## config.mk

```make
export PLATFORM = sky130hd
export DESIGN_NAME = event_log
export DESIGN_NICKNAME = d
export VERILOG_FILES = /design/src/rtl/event_log_pkg.sv /design/src/rtl/event_log_fifo.sv /design/src/rtl/event_log.sv
export SDC_FILE = /design/constraint.sdc
export NUM_CORES = 1
export LEC_CHECK = 0
export BUFFER_PORTS_ARGS = -buffer_cell sky130_fd_sc_hd__buf_2
export CORE_MARGIN = 4
export CORE_UTILIZATION = 25
export CTS_BUF_LIST = sky130_fd_sc_hd__clkbuf_8
export CTS_CLUSTER_DIAMETER = 50
export CTS_CLUSTER_SIZE = 28
export DETAILED_ROUTE_END_ITERATION = 12
export MAX_ROUTING_LAYER = met4
export PLACE_DENSITY_LB_ADDON = 0.2
export SETUP_SLACK_MARGIN = 0.4
export SYNTH_ARGS = -nofsm -noshare
export SYNTH_HDL_FRONTEND = slang
export SYNTH_HIERARCHICAL = 1
export SYNTH_SLANG_ARGS = --single-unit
```

## constraint.sdc

```tcl
create_clock -name clk -period 5.05 [get_ports clk]
set_input_delay 0 -clock clk [delete_from_list [all_inputs] [get_ports clk]]
set_output_delay 0 -clock clk [all_outputs]
set_load 0.005 [all_outputs]
```

## src/rtl/event_log_pkg.sv

```systemverilog
// event_log_pkg: severity encodings and saturating-increment helper for event_log
package event_log_pkg;
  localparam logic [1:0] SEV_INFO    = 2'd0;
  localparam logic [1:0] SEV_WARNING = 2'd1;
  localparam logic [1:0] SEV_ERROR   = 2'd2;
  localparam logic [1:0] SEV_FATAL   = 2'd3;
  function automatic logic [63:0] sat_inc(input logic [63:0] v, input int w);
    logic [63:0] mask;
    mask = (64'd1 << w) - 64'd1;
    return ((v & mask) == mask) ? v : v + 64'd1;
  endfunction
endpackage

```

## src/rtl/event_log_fifo.sv

```systemverilog
// event_log_fifo: synchronous first-word-fall-through FIFO with valid/ready read side
module event_log_fifo #(
  parameter int WIDTH = 8,
  parameter int DEPTH = 16
) (
  input  logic             clk,
  input  logic             rst,
  input  logic             clear,
  input  logic             push,
  input  logic [WIDTH-1:0] wdata,
  output logic             full,
  output logic             empty,
  output logic             rvalid,
  input  logic             rready,
  output logic [WIDTH-1:0] rdata
);
  localparam int AW = $clog2(DEPTH);
  logic [WIDTH-1:0] mem [DEPTH];
  logic [AW-1:0] wr_ptr, rd_ptr;
  logic [AW:0] count;
  logic pop, wr;
  assign empty  = count == '0;
  assign full   = count == (AW+1)'(DEPTH);
  assign rvalid = !empty;
  assign pop    = rvalid & rready;
  // a full FIFO still takes a write when the head leaves in the same cycle
  assign wr     = push & (!full | pop);
  assign rdata  = rvalid ? mem[rd_ptr] : '0;
  always_ff @(posedge clk or posedge rst)
    if (rst) begin
      wr_ptr <= '0;
      rd_ptr <= '0;
      count  <= '0;
    end else if (clear) begin
      wr_ptr <= '0;
      rd_ptr <= '0;
      count  <= '0;
    end else begin
      wr_ptr <= wr ? wr_ptr + 1'b1 : wr_ptr;
      rd_ptr <= pop ? rd_ptr + 1'b1 : rd_ptr;
      count  <= count + (AW+1)'(wr) - (AW+1)'(pop);
    end
  always_ff @(posedge clk)
    if (wr && !clear) mem[wr_ptr] <= wdata;
endmodule

```

## src/rtl/event_log.sv

```systemverilog
// event_log: timestamps severity-tagged events, counts them per severity and
// buffers them in a FIFO drained over valid/ready; a fatal event freezes intake.
module event_log
  import event_log_pkg::*;
#(
  parameter int DEPTH      = 16,
  parameter int CODE_WIDTH = 8,
  parameter int TS_WIDTH   = 32,
  parameter int CNT_WIDTH  = 16
) (
  input  logic                  clk,
  input  logic                  rst,
  input  logic                  clear,
  input  logic                  in_valid,
  input  logic [1:0]            in_severity,
  input  logic [CODE_WIDTH-1:0] in_code,
  output logic                  out_valid,
  input  logic                  out_ready,
  output logic [1:0]            out_severity,
  output logic [CODE_WIDTH-1:0] out_code,
  output logic [TS_WIDTH-1:0]   out_timestamp,
  output logic [CNT_WIDTH-1:0]  nb_info,
  output logic [CNT_WIDTH-1:0]  nb_warning,
  output logic [CNT_WIDTH-1:0]  nb_error,
  output logic [CNT_WIDTH-1:0]  dropped,
  output logic                  fatal
);
  localparam int EW = 2 + CODE_WIDTH + TS_WIDTH;
  logic [TS_WIDTH-1:0] ts;
  logic [EW-1:0] rdata;
  logic accept, pop, full, empty, drop;
  assign accept = in_valid & !fatal & !clear;
  assign pop    = out_valid & out_ready;
  assign drop   = accept & full & !pop;
  assign {out_severity, out_code, out_timestamp} = rdata;
  event_log_fifo #(.WIDTH(EW), .DEPTH(DEPTH)) u_fifo (
    .clk    (clk),
    .rst    (rst),
    .clear  (clear),
    .push   (accept),
    .wdata  ({in_severity, in_code, ts}),
    .full   (full),
    .empty  (empty),
    .rvalid (out_valid),
    .rready (out_ready),
    .rdata  (rdata)
  );
  always_ff @(posedge clk or posedge rst)
    if (rst) ts <= '0;
    else ts <= ts + 1'b1;
  // severity counters count accepted events even when the entry is dropped
  always_ff @(posedge clk or posedge rst)
    if (rst) begin
      nb_info    <= '0;
      nb_warning <= '0;
      nb_error   <= '0;
      dropped    <= '0;
      fatal      <= 1'b0;
    end else if (clear) begin
      nb_info    <= '0;
      nb_warning <= '0;
      nb_error   <= '0;
      dropped    <= '0;
      fatal      <= 1'b0;
    end else begin
      nb_info    <= (accept && in_severity == SEV_INFO) ? CNT_WIDTH'(sat_inc(64'(nb_info), CNT_WIDTH)) : nb_info;
      nb_warning <= (accept && in_severity == SEV_WARNING) ? CNT_WIDTH'(sat_inc(64'(nb_warning), CNT_WIDTH)) : nb_warning;
      nb_error   <= (accept && in_severity == SEV_ERROR) ? CNT_WIDTH'(sat_inc(64'(nb_error), CNT_WIDTH)) : nb_error;
      dropped    <= drop ? CNT_WIDTH'(sat_inc(64'(dropped), CNT_WIDTH)) : dropped;
      fatal      <= fatal | (accept && in_severity == SEV_FATAL);
    end
endmodule

```

* Yosys cells after proc, flatten, opt, wreduce, memory -nomap -nowiden
Memories as Yosys holds them, arrays and structs flattened.
Index checks and enable logic that the tools add are counted.
** Storage, ports and cells
- Bits in registers :: 110
- Latch bits :: 0
- Bits in writable memories :: 672
- ROM bits :: 0
- Input port bits :: 15
- Output and inout bits :: 108
- Logic and storage cells :: 82
- Memories :: 1
** Memory list
- u_fifo.mem :: depth 16, bits a word 42, rd ports 1, clocked after Yosys merged registers in 0, wr ports 1, line event_log_fifo.sv:18 : logic [WIDTH-1:0] mem [DEPTH];
** Operators by class
- Add/sub/neg operators :: 9
- Multiply operators :: 0
- Div/mod/pow operators :: 0
- Order comparisons :: 0
- Eq/ne operators :: 12
- Shifts and indexed selects :: 0
- Mux-type cells :: 21
- Bitwise gates (word level) :: 8
- Reduce and logical (&&, ||, !) cells :: 22
** Operators by type and width (count)
- $mux 16 :: 12
- $add 16x1->16 const B :: 4
- $eq 16x16->1 const B :: 4
- $mux 42 :: 1
- $add 32x1->32 const B :: 1
- $mux 4 :: 4
- $reduce_bool 2->1 :: 6
- $add 4x1->4 const B :: 2
- $ne 2x2->1 const B :: 4
- $reduce_and 2->1 :: 4
- $and 1x1->1 :: 6
- $add 5x1->5 :: 1
- $eq 5x5->1 const B :: 1
- $logic_and 1x1->1 :: 5
- $logic_not 1->1 :: 5
- $logic_not 5->1 :: 1
- $mux 5 :: 1
- $sub 5x1->5 :: 1
- $eq 2x2->1 const B :: 2
- $mux 1 :: 3
- $eq 2x1->1 const B :: 1
- $logic_not 2->1 :: 1
- $or 1x1->1 :: 2

* Longest topological paths before layout
Gate-level depths: netlist (run 1).
- Depth in word-level cells :: 8
- Mapped depth :: 15
- Depth with buffers taken out :: 13

* By module
The synthesis (run 1) kept the hierarchy.
** By module, submodules not included
- event_log_fifo :: instances 1, cells an instance 1142, area an instance 26326.5 um^2
- event_log :: instances 1, cells an instance 495, area an instance 4933.5 um^2

* Worst setup path before layout (run 1)
No wires, ideal clock.
- Path kind :: input to register
- From :: input clear
- To :: memory u_fifo/mem[1][0] in the netlist's numbering (enable)
- Data arrival time :: 4.087 ns
- Path slack :: 0.470 ns
- Stages on the path :: 7
- Buffers on the path :: 4
- Path through :: clkbuf_1 -> clkbuf_1 -> buf_1 -> nor2_1 -> o21ai_2 -> buf_4 -> nor3_1
** On the way
- Cells in the longest elaborated chain, start to end :: 6
** RTL lines
- from (decl) :: line event_log.sv:13 : input logic clear,
- $logic_not 1->1 :: line event_log.sv:32 : assign accept = in_valid & !fatal & !clear;
- $and 1x1->1 :: line event_log.sv:32
- named net accept :: line event_log.sv:31 : logic accept, pop, full, empty, drop;
- $and 1x1->1 :: line event_log_fifo.sv:27 : assign wr = push & (!full | pop);
- $logic_and 1x1->1 :: line event_log_fifo.sv:44 : if (wr && !clear) mem[wr_ptr] <= wdata;
- $mux 1 :: line event_log_fifo.sv:44
- $mux 1 (not written as such) :: line event_log_fifo.sv:44
- to (decl) :: line event_log_fifo.sv:18
The timed path passes the listed nets, and every way through them passes these cells.

* Worst setup path after layout (run 1)
- From :: register u_fifo.rd_ptr[0]
- To :: output out_timestamp[16]
** On the way
- Cells in the longest elaborated chain, start to end :: 2
** RTL lines
- from (decl) :: line event_log_fifo.sv:19 : logic [AW-1:0] wr_ptr, rd_ptr;
- from (signal assigned) :: line event_log_fifo.sv:40 : rd_ptr <= pop ? rd_ptr + 1'b1 : rd_ptr;
- $mem_v2 16x42
- $mux 42 :: line event_log_fifo.sv:28 : assign rdata = rvalid ? mem[rd_ptr] : '0;
- to (decl) :: line event_log.sv:21 : output logic [TS_WIDTH-1:0] out_timestamp,
No other way between the ends.

==> results of run 1 <==
[cell type report]
class | count | share of cell area
tap | 1637 | 0.0565
multi-input combinational | 761 | 0.219
sequential | 782 | 0.633
timing repair buffer | 174 | 0.0298
antenna | 3 | 0.000207
clock buffer | 101 | 0.0384
inverter | 16 | 0.00173
clock inverter | 85 | 0.0211
[state kept, by name, indices dropped and copies added (netlist names)]
signal         cells
nb_info           16
fatal              1
nb_warning        16
nb_error          16
dropped           16
ts                32
u_fifo/mem       672
u_fifo/count       5
u_fifo/rd_ptr      4
u_fifo/wr_ptr      4
[final timing paths]
kind,start,slack (ps),cells past startpoint,endpoint
setup / recovery,u_fifo/rd_ptr[0]$_DFFE_PP0P_,1370,5,out_timestamp[16]
hold / removal,in_code[1],170,2,u_fifo/mem[11][33]$_DFFE_PP_
setup reg to reg,fatal$_DFF_PP0_,1710,5,u_fifo/mem[13][2]$_DFFE_PP_
max in group asynchronous,rst,3210,5,fatal$_DFF_PP0_
min in group asynchronous,rst,570,4,u_fifo/wr_ptr[3]$_DFFE_PP0P_
hold reg to reg,nb_warning[4]$_DFFE_PP0P_,570,2,nb_warning[4]$_DFFE_PP0P_
[synth_stat cells (12+ instances only)]
master | n | area (um2)
mux4_2 | 168 | 3780
edfxtp_1 | 672 | 20200
a21oi_1 | 16 | 80.1
xnor2_1 | 48 | 420
ha_1 | 15 | 188
dfrtp_1 | 110 | 2750
nand3_1 | 46 | 230
o21ai_0 | 12 | 60.1
xor2_1 | 22 | 193
mux2i_1 | 51 | 510
clkbuf_1 | 32 | 120
inv_1 | 15 | 56.3
nand2_1 | 45 | 169
and3_1 | 22 | 138
buf_2 | 28 | 140
nand4_1 | 18 | 113
nor3_1 | 60 | 300
a221o_1 | 45 | 450
nor2_1 | 75 | 282
[power by group through the flow]
stage          logic (mW)  registers [mW]  clock network (mW)
2_1_floorplan        1.69            7.15                   0
3_3_place_gp         2.48            7.32                   0
3_5_place_dp         2.48            7.33                   0
4_1_cts              2.50            7.18                5.21
5_1_grt              2.63            7.19                5.50
6_report             2.38            7.17                5.00
[kinds of logic (layout without fill, tap and decap cells)]
| logic type | Yosys count | in the layout | share of synthesized area |
|---|---|---|---|
| compound gates | 116 | 116 | 0.0298 |
| other cells | 0 | 3 | 0 |
| mux | 222 | 222 | 0.138 |
| simple gates | 337 | 337 | 0.0565 |
| buf+inv | 94 | 376 | 0.0154 |
| fa+ha+maj | 16 | 16 | 0.00664 |
| flops | 782 | 782 | 0.734 |
| xor+xnor | 70 | 70 | 0.0196 |
[metrics by stage]
| step | cell area [um2] | utilization | std cells | worst slack (ps) |
|---|---|---|---|---|
| after floorplan | 31300 | - | 1637 | 470 |
| after detailed placement | 33900 | 0.274 | 3354 | 1560 |
| final | 36200 | 0.292 | 3559 | 1370 |
| after global routing | 36200 | 0.292 | 3558 | 1030 |
| after global placement | 33900 | 0.274 | 3354 | 1650 |
| after CTS | 36200 | 0.292 | 3556 | 1130 |
[timing repair]
action / 4_1_cts / 5_1_grt
endpoints found under the hold margin: 257 / 0
gates resized for setup: 0 / 0
hold buffers: 16 / 0
setup buffers: 0 / 0
endpoints found under the setup margin: 0 / 0
[metal layers]
layer / global-route usage / share of wire / up-vias
met4: 0.0278 / 0.018 / 0
met2: 0.196 / 0.48 / 342
met1: 0.164 / 0.46 / 8535
met3: 0.0233 / 0.042 / 106
li1: - / - / 7093
met5: - / 0 / -
==> results.json, run 1 <==
{
  "core-area_um2": 124000,
  "synthCells": 1637,
  "seq_area_um2": 22900,
  "finalCriticalPeriod_ps": 3680,
  "relSlewSlack": 0.220,
  "die_area_um2": 131000,
  "worstSetupPathType": "reg -> out",
  "viasPerCell": 4.52,
  "syn_nets": 1668,
  "cp_top_family": "flip-flops",
  "routedWlPerCell_um": 21.9,
  "drt_iter0_markers": 1027,
  "critPathArrivalTime_ps": 3680,
  "multiInputGateArea_um2": 7940,
  "ir_drop_mv": 0.205,
  "holdCritPathClass": "in -> reg",
  "synth_ff_type": "edfxtp_1",
  "final_common_cell": "edfxtp_1",
  "remaining_drc_errors": 0,
  "final_cell_mix": "672 x edfxtp_1, 168 x mux4_2, 122 x buf_2, 106 x dfrtp_1, 101 x clkbuf_8",
  "grt_pass1_vias": 17523,
  "numPortBuffers": 122,
  "numCtsBuffers": 99,
  "seq_area_frac_synth": 0.734,
  "drive_above_1_share": 0.276,
  "grt-ovfl-total": 0,
  "avgSynthCellArea_um2": 19.1,
  "max_freq_mhz": 272,
  "hold_viol": 0,
  "finalSetupViolCount": 0,
  "vias": 16076,
  "critPathLaunchType": "flip-flop",
  "p_leak_nw": 11.9,
  "p_int_mw": 10.5,
  "rows": 129,
  "fillers": 12323,
  "grt_pass1_wl_mm": 118,
  "die_w_um": 362,
  "clk_latency_ps": 760,
  "ant_nets": 0,
  "synth_area_um2": 31300,
  "htree_levels": 3,
  "cts_sinks": 782,
  "clkTransAtPathRegs_ps": 80,
  "gp_congestion": 0.745,
  "ys_warn_count": 6,
  "dp.final_hpwl_mm": 44.9,
  "ctsLongestPathBuffers": 3,
  "combPwrFrac": 0.164,
  "wl_mm": 78.1,
  "final_nets": 1865,
  "cp-end-kind": "output port",
  "cp_max_fo": 48,
  "holdWs_ps": 171,
  "worstMarginPinSlew_ps": 1170,
  "antenna_found_initial": 4,
  "period_share": 0.728,
  "dieHeight_um": 362,
  "power_switching_mw": 4.01,
  "drv_cap": 0,
  "fin_skew_ps": 61.6,
  "pin_count": 123,
  "rsz0062_at_grt": "no",
  "cts_root_buffer": "clkbuf_8",
  "crit_required_ps": 5050,
  "power_mw": 14.5,
  "status": "finished clean",
  "switching_share": 0.276,
  "grt_use_total": 0.123,
  "syn2layout_area_growth_pct": 15.9,
  "seqPwrFrac": 0.493,
  "cts_tree": "done",
  "async_reset_ff_frac": 0.141,
  "ys_types": 67,
  "ys_ff_latch": 782,
  "worst_path_max_delay_cell": "dfrtp_4",
  "crit_path_frequent_cell": "buf_4",
  "synth_edf_count": 672,
  "p_clk_frac": 0.344,
  "critPathBufInv": 3,
  "slew_violations": 0,
  "drt_first_pass_iters": 5,
  "crit_chain": "buf_4 -> buf_4 -> mux4_2 -> a221o_1 -> buf_2",
  "power_density_nw_per_um2": 401,
  "start_util": 0.252,
  "grt_max_degree": 53,
  "cp_slowest_stage_delay_ps": 1120,
  "final.setup.tns_ps": 0
}
Note: power is estimated with default switching activity, not from simulation.
==> run 2, diff against run 1 <==
==> constraint.sdc (replaced) <==
create_clock -name clk -period 3 [get_ports clk]
set_input_delay 0 -clock clk [delete_from_list [all_inputs] [get_ports clk]]
set_output_delay 0 -clock clk [all_outputs]
set_load 0.005 [all_outputs]
==> run 2 against run 1 <==
The run now ends with setup timing left; via count increased by 4.3%; largest cell class unchanged; clock power rose by 75%; core utilization is 1.6 points higher; clock-buffer cell count down 2.
==> results.json, run 2 (synthesized netlist as in run 1, its figures left out) <==
{
  "rr_worst_depth": 13,
  "wl_mm": 82.6,
  "drt_first_pass_iters": 5,
  "gp_congestion": 0.734,
  "holdCritPathClass": "in -> reg",
  "r2r-end": "u_fifo/count[4]$_DFF_PP0_",
  "dp.cells": 3392,
  "ir_drop_mv": 0.396,
  "relSlewSlack": 0.390,
  "status": "finished, violations left",
  "grt_pass1_vias": 17828,
  "cts_tree": "done",
  "die_area_um2": 131000,
  "finalCriticalPeriod_ps": 3030,
  "cp-end-kind": "output port",
  "rrSetupSlack_ps": 280,
  "numPortBuffers": 122,
  "final_nets": 1970,
  "violations": "setup timing",
  "fin_skew_ps": 30.8,
  "largest_reg_flops": 672,
  "pin_count": 123,
  "power_density_nw_per_um2": 681,
  "finalSetupViolCount": 27,
  "fin_util": 0.308,
  "rsz0062_at_grt": "yes",
  "dieHeight_um": 362,
  "worstSetupPathType": "reg -> out",
  "start_util": 0.252,
  "timing.rr.start": "u_fifo/count[2]$_DFF_PP0_",
  "critPathLaunchType": "flip-flop",
  "numCtsBuffers": 98,
  "remaining_drc_errors": 0,
  "htree_levels": 3,
  "critPathArrivalTime_ps": 3030,
  "viasPerCell": 4.58,
  "core-area_um2": 124000,
  "antenna_found_initial": 3,
  "rows": 129,
  "final_cell_mix": "672 x edfxtp_1, 168 x mux4_2, 121 x buf_2, 105 x dfrtp_1, 99 x clkbuf_8",
  "cts_sinks": 782,
  "ctsLongestPathBuffers": 3,
  "largestRegisters": "u_fifo/mem (672), ts (32)",
  "hold_viol": 0,
  "syn2layout_area_growth_pct": 22.2,
  "slew_violations": 0,
  "whs_endpoint": "u_fifo/mem[4][33]$_DFFE_PP_",
  "drive_above_1_share": 0.338,
  "p_leak_nw": 12.8,
  "holdWs_ps": 184,
  "clk_latency_ps": 750,
  "cp_max_fo": 17,
  "die_w_um": 362,
  "worstMarginPinSlew_ps": 906,
  "grt-ovfl-total": 0,
  "grt_pass1_wl_mm": 122,
  "hold_start": "in_code[1]",
  "cts_root_buffer": "clkbuf_8",
  "fin_ws_ps": -33.7,
  "final_common_cell": "edfxtp_1",
  "clkTransAtPathRegs_ps": 90,
  "drt_iter0_markers": 1100,
  "crit_required_ps": 3000,
  "top_register": "u_fifo/mem",
  "whs_path_depth": 2,
  "grt_use_total": 0.129,
  "period_share": 1.01,
  "fillers": 12120,
  "vias": 16773,
  "drv_cap": 0,
  "routedWlPerCell_um": 22.5,
  "final.setup.tns_ps": -358,
  "layout.cells.non_filler": 3664,
  "max_freq_mhz": 330,
  "dp.final_hpwl_mm": 46.4,
  "grt_max_degree": 59,
  "ant_nets": 0
}
==> run 2: changes by cell type in the layout (fill, tap and decap cells not counted), sizes merged, moves of 3 or more <==
| cell | previous run | this run |
|---|---|---|
| buf | 158 | 256 |
| dlygate4sd3 | 16 | 19 |
| and3 | 23 | 27 |
| inv | 40 | 45 |
| clkinv | 38 | 35 |
==> run 2: power by group <==
group	total, mW	internal (mW)	switching (mW)
Clock	8.77	4.29	4.49
Sequential	11.9	11.8	0.0912
Combinational	5.39	2.74	2.65
==> run 2: routing by layer <==
metal,vias to the layer above,part of all wire,wire length [um],global-route usage
met5,-,0,0,-
met2,345,0.48,39400,0.203
li1,7319,-,-,-
met3,95,0.038,3140,0.0215
met1,9014,0.47,38800,0.175
met4,0,0.016,1320,0.0316
==> run 2: area by class of cell <==
cell class	instances	area, um2	area share
Multi-Input combinational cell	765	8270	0.216
Inverter	16	67.6	0.00177
Antenna cell	2	5.00	0.000131
Clock inverter	87	907	0.0237
Timing Repair Buffer	276	2610	0.0683
Clock buffer	99	1360	0.0357
Tap cell	1637	2050	0.0536
Sequential cell	782	22900	0.600
==> run 2: repair_timing <==
item,4_1_cts,5_1_grt
endpoints found under the hold margin,303,0
pin swaps,33,18
setup buffers,31,22
resized for setup,67,39
cloned,12,0
endpoints found under the setup margin,151,275
hold buffers,19,0
==> run 2: how the worst max path moves through the flow <==
stage | startpoint | endpoint | slack (ps) | depth (start not counted)
2_1_floorplan | u_fifo/count[3]$_DFF_PP0_ | u_fifo/count[4]$_DFF_PP0_ | 260 | 15
3_3_place_gp | u_fifo/count[3]$_DFF_PP0_ | u_fifo/count[4]$_DFF_PP0_ | 200 | 13
3_5_place_dp | u_fifo/count[3]$_DFF_PP0_ | u_fifo/count[4]$_DFF_PP0_ | 280 | 13
4_1_cts | u_fifo/count[2]$_DFF_PP0_ | out_severity[0] | -140 | 10
5_1_grt | u_fifo/count[2]$_DFF_PP0_ | out_timestamp[1] | -170 | 10
6_report | u_fifo/count[2]$_DFF_PP0_ | out_timestamp[2] | -30 | 10
==> run 2: worst max-delay path: stages, from the launching register on <==
cell and delay [ps]:
dfrtp_1 400, inv_2 90, ha_4 130, or4b_4 500, buf_12 160, nand2_4 70, nor2_4 50, buf_12 150
buf_12 160, a221o_1 420, buf_2 170
==> run 2: stage by stage <==
stage               instance area [um2]  setup WS (ps)  power, mW
detailed placement                34400            283       16.5
finish                            38200          -33.7       26.0
CTS                               37800           -143       26.3
global route                      38200           -175       27.3
floorplan                         31400            258       14.9
global placement                  34400            200       16.5
